File: config.mk
export PLATFORM = sky130hd
export DESIGN_NAME = phy_rx_4b5b_dec
export DESIGN_NICKNAME = d
export VERILOG_FILES = /design/src/rtl/phy_rx_4b5b_dec.sv
export SDC_FILE = /design/constraint.sdc
export NUM_CORES = 1
export LEC_CHECK = 0
export CORE_UTILIZATION = 36
export CTS_BUF_LIST = sky130_fd_sc_hd__clkbuf_16
export CTS_CLUSTER_DIAMETER = 200
export DETAILED_ROUTE_END_ITERATION = 8
export PLACE_DENSITY = 0.54
export SLEW_MARGIN = 5
export SYNTH_ARGS = -nofsm -noshare
export SYNTH_HDL_FRONTEND = slang
export SYNTH_SLANG_ARGS = --single-unit
File: constraint.sdc
create_clock -name clk -period 7.65 [get_ports clk]
set_clock_uncertainty 0.05 [all_clocks]
set_input_delay 0.765 -clock clk [delete_from_list [all_inputs] [get_ports clk]]
set_output_delay 0.765 -clock clk [all_outputs]
set_load 0.1 [all_outputs]
File: src/rtl/phy_rx_4b5b_dec.sv
// USB-PD style 4b5b receive decoder: hunts for ordered sets, decodes data symbols into nibbles, closes the frame.
// Latency: sop_det and nibble strobes appear 1 clk after the qualifying rx_bit_vld; frame close follows 1-4 clk later.
// Backpressure: none; the downstream CRC stage must accept every strobe, and strobes are spaced at least 4 clk apart.
//
// Ports:
//   clk, rst_n       - clock, asynchronous active-low reset
//   rx_bit           - received line bit, sampled when rx_bit_vld=1 (first bit of a symbol is b0)
//   rx_bit_vld       - one-cycle bit strobe, at least 2 clk between strobes
//   rx_carrier       - carrier present; loss mid-frame aborts, loss while hunting clears the window
//   crc_data_in      - decoded nibble, held between strobes
//   crc_data_en      - nibble strobe, also the frame-end strobe together with crc_data_last
//   crc_data_last    - frame-end marker, only high with crc_data_en
//   sop_det          - one-cycle pulse when an ordered set is accepted
//   sop_type         - 0=SOP, 1=SOP', 2=SOP'', 3=Hard Reset; held until the next acceptance
//   rx_err           - one-cycle pulse with the frame-end strobe of an aborted frame

module phy_rx_4b5b_dec #(
  parameter int MAX_NIB = 528
) (
  input  logic       clk,
  input  logic       rst_n,
  input  logic       rx_bit,
  input  logic       rx_bit_vld,
  input  logic       rx_carrier,
  output logic [3:0] crc_data_in,
  output logic       crc_data_en,
  output logic       crc_data_last,
  output logic       sop_det,
  output logic [1:0] sop_type,
  output logic       rx_err
);

  localparam int NW = $clog2(MAX_NIB + 1);

  // K-codes, written b4..b0
  localparam logic [4:0] K_SYNC1 = 5'b11000;
  localparam logic [4:0] K_SYNC2 = 5'b10001;
  localparam logic [4:0] K_SYNC3 = 5'b00110;
  localparam logic [4:0] K_RST1  = 5'b00111;
  localparam logic [4:0] K_RST2  = 5'b11001;
  localparam logic [4:0] K_EOP   = 5'b01101;

  localparam logic [1:0] TYPE_SOP  = 2'd0;
  localparam logic [1:0] TYPE_SOP1 = 2'd1;
  localparam logic [1:0] TYPE_SOP2 = 2'd2;
  localparam logic [1:0] TYPE_HRST = 2'd3;

  // gap_q reads 3 in the third cycle after a strobe; issuing then puts the
  // next strobe 4 clk after the previous one.
  localparam logic [1:0] GAP_SAT = 2'd3;

  typedef enum logic [1:0] {
    HUNT  = 2'd0,
    DATA  = 2'd1,
    CLOSE = 2'd2
  } state_t;

  // Number of matching symbol slots; w[4:0] holds the oldest symbol.
  function automatic logic [2:0] os_score(input logic [19:0] w,
                                          input logic [4:0]  s0,
                                          input logic [4:0]  s1,
                                          input logic [4:0]  s2,
                                          input logic [4:0]  s3);
    os_score = {2'b00, (w[4:0]   == s0)} + {2'b00, (w[9:5]   == s1)} +
               {2'b00, (w[14:10] == s2)} + {2'b00, (w[19:15] == s3)};
  endfunction

  // Returns {is_data, nibble}; anything outside the 16 data codes reports is_data=0.
  function automatic logic [4:0] dec_data(input logic [4:0] s);
    case (s)
      5'b11110: dec_data = {1'b1, 4'h0};
      5'b01001: dec_data = {1'b1, 4'h1};
      5'b10100: dec_data = {1'b1, 4'h2};
      5'b10101: dec_data = {1'b1, 4'h3};
      5'b01010: dec_data = {1'b1, 4'h4};
      5'b01011: dec_data = {1'b1, 4'h5};
      5'b01110: dec_data = {1'b1, 4'h6};
      5'b01111: dec_data = {1'b1, 4'h7};
      5'b10010: dec_data = {1'b1, 4'h8};
      5'b10011: dec_data = {1'b1, 4'h9};
      5'b10110: dec_data = {1'b1, 4'hA};
      5'b10111: dec_data = {1'b1, 4'hB};
      5'b11010: dec_data = {1'b1, 4'hC};
      5'b11011: dec_data = {1'b1, 4'hD};
      5'b11100: dec_data = {1'b1, 4'hE};
      5'b11101: dec_data = {1'b1, 4'hF};
      default:  dec_data = 5'b0_0000;
    endcase
  endfunction

  state_t          state_q, state_d;
  logic [19:0]     win_q, win_d;
  logic [4:0]      sym_q, sym_d;
  logic [2:0]      bit_cnt_q, bit_cnt_d;
  logic [NW-1:0]   nib_cnt_q, nib_cnt_d;
  logic [1:0]      gap_q, gap_d;
  logic            err_q, err_d;
  logic [3:0]      data_q, data_d;
  logic            en_q, en_d;
  logic            last_q, last_d;
  logic            sop_det_q, sop_det_d;
  logic [1:0]      sop_type_q, sop_type_d;
  logic            rx_err_q, rx_err_d;

  logic [19:0]     win_shift;
  logic [4:0]      sym_full;
  logic [4:0]      sym_dec;
  logic            hit_hr, hit_sop, hit_sop1, hit_sop2;
  logic            nib_full;

  // New bits enter at the top so the first-received bit ends up as b0.
  assign win_shift = {rx_bit, win_q[19:1]};
  assign sym_full  = {rx_bit, sym_q[4:1]};
  assign sym_dec   = dec_data(sym_full);
  assign nib_full  = (nib_cnt_q == NW'(MAX_NIB));

  // Ordered sets tolerate one corrupted symbol.
  assign hit_hr   = os_score(win_shift, K_RST1,  K_RST1,  K_RST1,  K_RST2 ) >= 3'd3;
  assign hit_sop  = os_score(win_shift, K_SYNC1, K_SYNC1, K_SYNC1, K_SYNC2) >= 3'd3;
  assign hit_sop1 = os_score(win_shift, K_SYNC1, K_SYNC1, K_SYNC3, K_SYNC3) >= 3'd3;
  assign hit_sop2 = os_score(win_shift, K_SYNC1, K_SYNC3, K_SYNC1, K_SYNC3) >= 3'd3;

  always_comb begin
    state_d    = state_q;
    win_d      = win_q;
    sym_d      = sym_q;
    bit_cnt_d  = bit_cnt_q;
    nib_cnt_d  = nib_cnt_q;
    err_d      = err_q;
    data_d     = data_q;
    en_d       = 1'b0;
    last_d     = 1'b0;
    sop_det_d  = 1'b0;
    sop_type_d = sop_type_q;
    rx_err_d   = 1'b0;

    case (state_q)
      HUNT: begin
        if (!rx_carrier) begin
          win_d = '0;
        end else if (rx_bit_vld) begin
          win_d = win_shift;
          if (hit_hr) begin
            // Hard Reset is reported but carries no frame. The window is
            // flushed so trailing symbols of the same set cannot re-trigger.
            sop_det_d  = 1'b1;
            sop_type_d = TYPE_HRST;
            win_d      = '0;
          end else if (hit_sop || hit_sop1 || hit_sop2) begin
            sop_det_d  = 1'b1;
            sop_type_d = hit_sop ? TYPE_SOP : (hit_sop1 ? TYPE_SOP1 : TYPE_SOP2);
            state_d    = DATA;
            bit_cnt_d  = '0;
            nib_cnt_d  = '0;
            sym_d      = '0;
            err_d      = 1'b0;
            win_d      = '0;
          end
        end
      end

      DATA: begin
        if (!rx_carrier) begin
          state_d = CLOSE;
          err_d   = 1'b1;
        end else if (rx_bit_vld) begin
          sym_d = sym_full;
          if (bit_cnt_q == 3'd4) begin
            bit_cnt_d = '0;
            if (sym_dec[4]) begin
              if (nib_full) begin
                // One data symbol too many: drop it and abort.
                state_d = CLOSE;
                err_d   = 1'b1;
              end else begin
                data_d    = sym_dec[3:0];
                en_d      = 1'b1;
                nib_cnt_d = nib_cnt_q + 1'b1;
              end
            end else if (sym_full == K_EOP) begin
              state_d = CLOSE;
              err_d   = 1'b0;
            end else begin
              state_d = CLOSE;
              err_d   = 1'b1;
            end
          end else begin
            bit_cnt_d = bit_cnt_q + 3'd1;
          end
        end
      end

      CLOSE: begin
        // Bits arriving here are ignored; wait only for the strobe spacing.
        if (gap_q == GAP_SAT) begin
          en_d     = 1'b1;
          last_d   = 1'b1;
          rx_err_d = err_q;
          err_d    = 1'b0;
          state_d  = HUNT;
          win_d    = '0;
        end
      end

      default: begin
        state_d = HUNT;
        win_d   = '0;
      end
    endcase

    if (en_d) begin
      gap_d = 2'd0;
    end else if (gap_q != GAP_SAT) begin
      gap_d = gap_q + 2'd1;
    end else begin
      gap_d = gap_q;
    end
  end

  always_ff @(posedge clk or negedge rst_n) begin
    if (!rst_n) begin
      state_q    <= HUNT;
      win_q      <= '0;
      sym_q      <= '0;
      bit_cnt_q  <= '0;
      nib_cnt_q  <= '0;
      gap_q      <= '0;
      err_q      <= 1'b0;
      data_q     <= '0;
      en_q       <= 1'b0;
      last_q     <= 1'b0;
      sop_det_q  <= 1'b0;
      sop_type_q <= '0;
      rx_err_q   <= 1'b0;
    end else begin
      state_q    <= state_d;
      win_q      <= win_d;
      sym_q      <= sym_d;
      bit_cnt_q  <= bit_cnt_d;
      nib_cnt_q  <= nib_cnt_d;
      gap_q      <= gap_d;
      err_q      <= err_d;
      data_q     <= data_d;
      en_q       <= en_d;
      last_q     <= last_d;
      sop_det_q  <= sop_det_d;
      sop_type_q <= sop_type_d;
      rx_err_q   <= rx_err_d;
    end
  end

  assign crc_data_in   = data_q;
  assign crc_data_en   = en_q;
  assign crc_data_last = last_q;
  assign sop_det       = sop_det_q;
  assign sop_type      = sop_type_q;
  assign rx_err        = rx_err_q;

endmodule

# After elaboration in Yosys (flattened, before gate mapping)
# Memories as Yosys holds them, arrays and structs flattened.
# Cells that the tools add are included.
[word_totals]
register_bits = 53
latchBits = 0
ramBits = 0
rom_bits = 160
inputBits = 5
out_inout_bits = 10
wordCells = 155
mem_count = 1
[op_classes]
addsub = 14
mul = 0
n_div = 0
order_cmp = 4
n_eq_ne = 32
shifts = 0
muxes = 75
bitwise_logic = 2
reduce_logical = 14
[mem_list]
columns = ["memory", "words", "word_bits", "rd", "rd_ports_with_merged_regs", "write_ports", "line_no", "text"]
rows = [
  ["(no name shown)", 32, 5, 1, 0, 0, "70", "case (s)"],
]
[op_table]
columns = ["cell", "count"]
rows = [
  ["20-bit two-way mux", 5],
  ["10-bit two-way mux", 9],
  ["20-bit case mux with 3 select lines", 1],
  ["2-bit two-way mux", 16],
  ["5-bit by 3-bit == test with 1-bit output, second input constant", 6],
  ["5-bit two-way mux", 6],
  ["5-bit == test, second input constant", 5],
  ["1-bit two-way mux", 25],
  ["2-bit inequality test, second input constant", 11],
  ["3-bit two-way mux", 7],
  ["10-bit case mux with 2 select lines", 1],
  ["3-bit by 1-bit adder with 3-bit output", 5],
  ["3-bit by 2-bit greater-or-equal comparator with 1-bit output, second input constant", 4],
  ["10-bit by 1-bit adder with 10-bit output, second input constant", 1],
  ["10-bit == test, second input constant", 1],
  ["5-bit case mux with 2 select lines", 1],
  ["10-bit AND reduction", 1],
  ["2-bit by 1-bit adder with 3-bit output", 3],
  ["3-bit inequality test, second input constant", 3],
  ["9-bit AND reduction", 1],
  ["8-bit AND reduction", 1],
  ["7-bit AND reduction", 1],
  ["1-bit by 1-bit adder with 2-bit output", 3],
  ["2-bit case mux with 3 select lines", 1],
  ["other kinds (18)", 23],
]

# Logic depth before layout (Yosys ltp)
[logic_depth]
depth_word = 12
ltp_mapped = 15
depth_no_buf = 13

# Worst setup path before layout
# No wires, ideal clock.
[synth_timing]
kind = "input to register"
start = "in rx_bit"
end = "reg sym_q[3]"
t_arrival_ns = 3.557
required_ns = 7.478
setup_slack_ns = 3.921
path_stages = 14
path_cell_list = "buf_4 -> inv_1 -> nor4b_1 -> nand2_1 -> fa_1 -> inv_1 -> ha_1 -> ha_1 -> a31o_2 -> a21o_1 -> a21oi_2 -> buf_2 -> o21ai_2 -> a32o_1"
[synth_between]
elab_chain_len = 7
word_cells_on_any_way = 16
classes_between = "4 x add/sub; 4 x order compare; 5 x eq/ne; 3 x reduce/logical"
[synth_rtl]
columns = ["element", "line_no", "text"]
rows = [
  ["from (decl)", "22", "input logic rx_bit,"],
  ["5-bit == test / 5-bit by 3-bit == test with 1-bit output (equally long branches)", "65", "{2'b00, (w[14:10] == s2)} + {2'b00, (w[19:15] == s3)};"],
  ["3-bit by 1-bit adder with 3-bit output", "65", ""],
  ["3-bit by 2-bit greater-or-equal comparator with 1-bit output (on tied branches)", "119, 120", ""],
  ["1-bit logical OR (2 in series)", "149", "end else if (hit_sop || hit_sop1 || hit_sop2) begin"],
  ["2-bit inequality test (no line)", "n/a", ""],
  ["7-bit AND reduction (no line) *", "n/a", ""],
  ["to (signal assigned)", "238", "sym_q <= sym_d;"],
  ["to (decl)", "93", "logic [4:0] sym_q, sym_d;"],
]
# Every way passes the cells marked *; elsewhere a longest branch is shown, timed or not.
# A chain may end at the register's enable or synchronous reset.

# Worst setup path after layout
[layout_timing]
start = "in rx_bit"
end = "reg nib_cnt_q[9]"
[layout_between]
elab_chain_len = 7
word_cells_on_any_way = 18
classes_between = "4 x add/sub; 4 x order compare; 6 x eq/ne; 3 x reduce/logical; 1 x memory"
[layout_rtl]
columns = ["element", "line_no", "text"]
rows = [
  ["5-bit == test / 5-bit by 3-bit == test with 1-bit output (equally long branches)", "65", ""],
  ["3-bit by 1-bit adder with 3-bit output", "65", ""],
  ["3-bit by 2-bit greater-or-equal comparator with 1-bit output (on tied branches)", "119, 120", ""],
  ["1-bit logical OR (2 in series)", "149", ""],
  ["2-bit inequality test (no line)", "n/a", ""],
  ["10-bit AND reduction (no line) *", "n/a", ""],
  ["to (signal assigned)", "240", "nib_cnt_q <= nib_cnt_d;"],
  ["to (decl)", "95", "logic [NW-1:0] nib_cnt_q, nib_cnt_d;"],
]
# Marked as above.

==> metrics.yaml <==
outcome:
  outcome: "completed"
logic_synthesis:
  synth-adder-area-share_pct: 12.0
  synth_edf_count: 0
  synth_xor_area_share_pct: 0.296
  synth_fp_nets: 315
  synth_top_family_by_area: "compound AO/OA/AOI/OAI gates"
  postSynthAreaPerCell_um2: 10.4
  async_reset_ff_share_pct: 100
  synth.distinct_cells: 56
  synth_area_mm2: 0.00296
  seq_area_frac_synth_pct: 43.1
  synthMuxAreaShare_pct: 2.12
  ys.flop_type: "dfrtp_1"
  synthSimpleGateAreaFrac_pct: 17.5
  synth_compound_area_share_pct: 19.3
  synthCells: 284
  yosys_warnings: 0
  ys_ff_latch: 51
cells_and_area:
  fin_cells: 400
  nets: 328
  final_common_cell: "dfrtp_1"
  n_fill_cell: 812
  layout-drive-gt1-share_pct: 9.06
  antenna_cells: 0
  fin_area_mm2: 0.00333
  final_cell_mix: "51 x dfrtp_1, 25 x inv_1, 22 x nand2_1, 22 x ha_1, 19 x a22o_1"
  syn2layout_area_growth_pct: 12.6
drt:
  drt_iter0_markers: 99
  remaining_drc_errors: 0
  wl_per_cell_um: 14.5
  vias: 2159
  drt_pre_antenna_iters: 4
  drt_wl_total_mm: 5.78
  antenna_left: 0
  via_per_inst: 5.40
floorplanning:
  die_w_um: 92.6
  die_y_um: 92.6
  coreArea_mm2: 0.00785
  fp.dieArea_mm2: 0.00858
  num_rows: 32
  start_util_pct: 37.7
  ios: 15
clocking:
  cts_resized: 0
  cts_buffer_depth: 2
  htree_num_levels: 2
  cts_sinks: 51
  cts_tree: "yes"
  clk_pin_slew_worst_paths_ns: 0.07
  cts_buffers: 5
  ctsHoldBuffers: 0
  cts_setup_buffers: 0
  cts_root_buf: "clkbuf_16"
  clkLatencyLatePin_ns: 0.29
critical_path:
  path_class: "input port to flop"
  critPathArrivalTime_ns: 4.77
  cpMaxStageDelayCell: "clkdlybuf4s50_1"
  r2r_slack_ns: 3.70
  cp-start-kind: "input port"
  crit_chain: "clkdlybuf4s50_1 -> inv_1 -> nor4b_1 -> nand2_1 -> fa_1 -> inv_1 -> ha_1 -> ha_1 -> a31o_2 -> a21o_1 -> a21oi_2 -> a21oi_2 -> a221o_1"
  critical_path.max_stage_delay_ns: 0.68
  required_ns: 7.78
  cp_max_fo: 13
  reg2regPathDepth: 10
  crit_path_end_kind: "flop"
timing:
  hold_viol_final: 0
  min_period_ns: 4.64
  post-route-period-util_pct: 60.7
  fin_setup_tns_ns: 0
  rsz0062_at_grt: "false"
  slew_headroom_pct: 22.3
  worst_pin_slew_ns: 1.16
  setup_viol: 0
  max_freq_mhz: 215
  slew_violations: 0
placement:
  place_congestion: 0.783
  dpl_cell_area_mm2: 0.00316
  dp.cells: 392
  io_buffer_count: 14
  hpwl_mm: 4.05
global_routing:
  antenna_found_initial: 0
  grt-ovfl-total: 0
  grt_pass1_vias: 2143
  grt_usage_pct: 15.3
  grt_pass1_wl_mm: 10.3
  grt_max_degree: 52
min_path:
  min_path_cells: 2
  hp-class: "flop to flop"
pwr:
  vdd_drop_max_v: 0.0000716
  power_leakage_nw: 1.60
  p_per_area_mw_per_mm2: 164
flow_run:
  cap_violations: 0
-- state kept, by name (all words and copies together), names as in the netlist --
signal / flops
rx_err: 1
sop_type: 2
state_q: 2
crc_data_in: 4
sop_det: 1
bit_cnt_q: 3
nib_cnt_q: 10
win_q: 19
err_q: 1
crc_data_last: 1
gap_q: 2
crc_data_en: 1
sym_q: 4
-- per-stage QoR --
step / power (mW) / setup WS (ns) / hold WS [ns] / util, %
floorplan: 0.285 / 3.92 / 0.419 / -
global placement: 0.296 / 2.72 / 0.418 / 40.3
detailed placement: 0.296 / 2.66 / 0.435 / 40.3
CTS: 0.554 / 2.96 / 0.451 / 42.4
global route: 0.563 / 2.64 / 0.483 / 42.4
finish: 0.545 / 3.01 / 0.440 / 42.4
-- cell type report --
| class | count | area, µm² | share of cell area [%] |
|---|---|---|---|
| clock buffers | 5 | 125 | 3.76 |
| clock inverters | 3 | 43.8 | 1.31 |
| inverters | 25 | 93.8 | 2.82 |
| multi-input cells | 198 | 1510 | 45.5 |
| flip-flops and latches | 51 | 1280 | 38.3 |
| well taps | 102 | 128 | 3.83 |
| repair buffers | 16 | 150 | 4.51 |
-- power by group --
group          internal, mW  total (mW)  switching, mW
clock                 0.154       0.255          0.101
combinational       0.00467      0.0173         0.0126
sequential            0.271       0.272        0.00150
total                 0.430       0.545          0.115
-- worst paths after layout --
kind | from | end
max | rx_bit | nib_cnt_q[9]
min | crc_data_in[1] | crc_data_in[1]
max reg2reg | win_q[5] | nib_cnt_q[9]
min reg2reg | crc_data_in[1] | crc_data_in[1]
max in group asynchronous | rst_n | sym_q[2]
min in group asynchronous | rst_n | win_q[7]
-- critical path, delay by kind of cell --
kind	cells	cell delay (ns)
adders and majority gates	3	1.05
buffers and inverters	3	0.87
AOI/OAI and AO/OA	5	1.57
and+or+nand+nor	2	0.50
-- cell usage after synthesis (all sizes together) (3+ instances only) --
cell type,instances,area [µm²]
o21ai,11,62.6
nor3,6,35.0
buf,7,57.6
nand2,22,82.6
a32o,6,60.1
dfrtp,51,1280
a221o,6,60.1
nand3,10,50.1
a22o,19,166
nand2b,3,18.8
a31oi,5,31.3
nand4,4,25.0
nand4b,3,26.3
inv,25,93.8
and3,10,63.8
fa,4,80.1
a21oi,7,42.5
a21o,3,22.5
nor2,15,56.3
nor2b,5,31.3
ha,22,275
mux2i,4,40.0
and2,4,30.0
-- cells by family after synthesis --
group | after synthesis
XOR/XNOR | 1
flip-flops | 51
AO/OA/AOI/OAI | 71
buffers and inverters | 35
adder cells (fa/ha/maj) | 26
multiplexers | 6
AND/OR/NAND/NOR | 94
-- routing by layer --
metal / vias to the layer above / track usage [%] / part of all wire, %
met1: 1073 / 21.1 / 50
met4: 0 / 5.00 / 1.4
met5: - / 0 / 0
met3: 7 / 2.87 / 1.8
met2: 13 / 24.0 / 47
li1: 1066 / - / -
No activity file was read; power rests on OpenSTA's default activity.
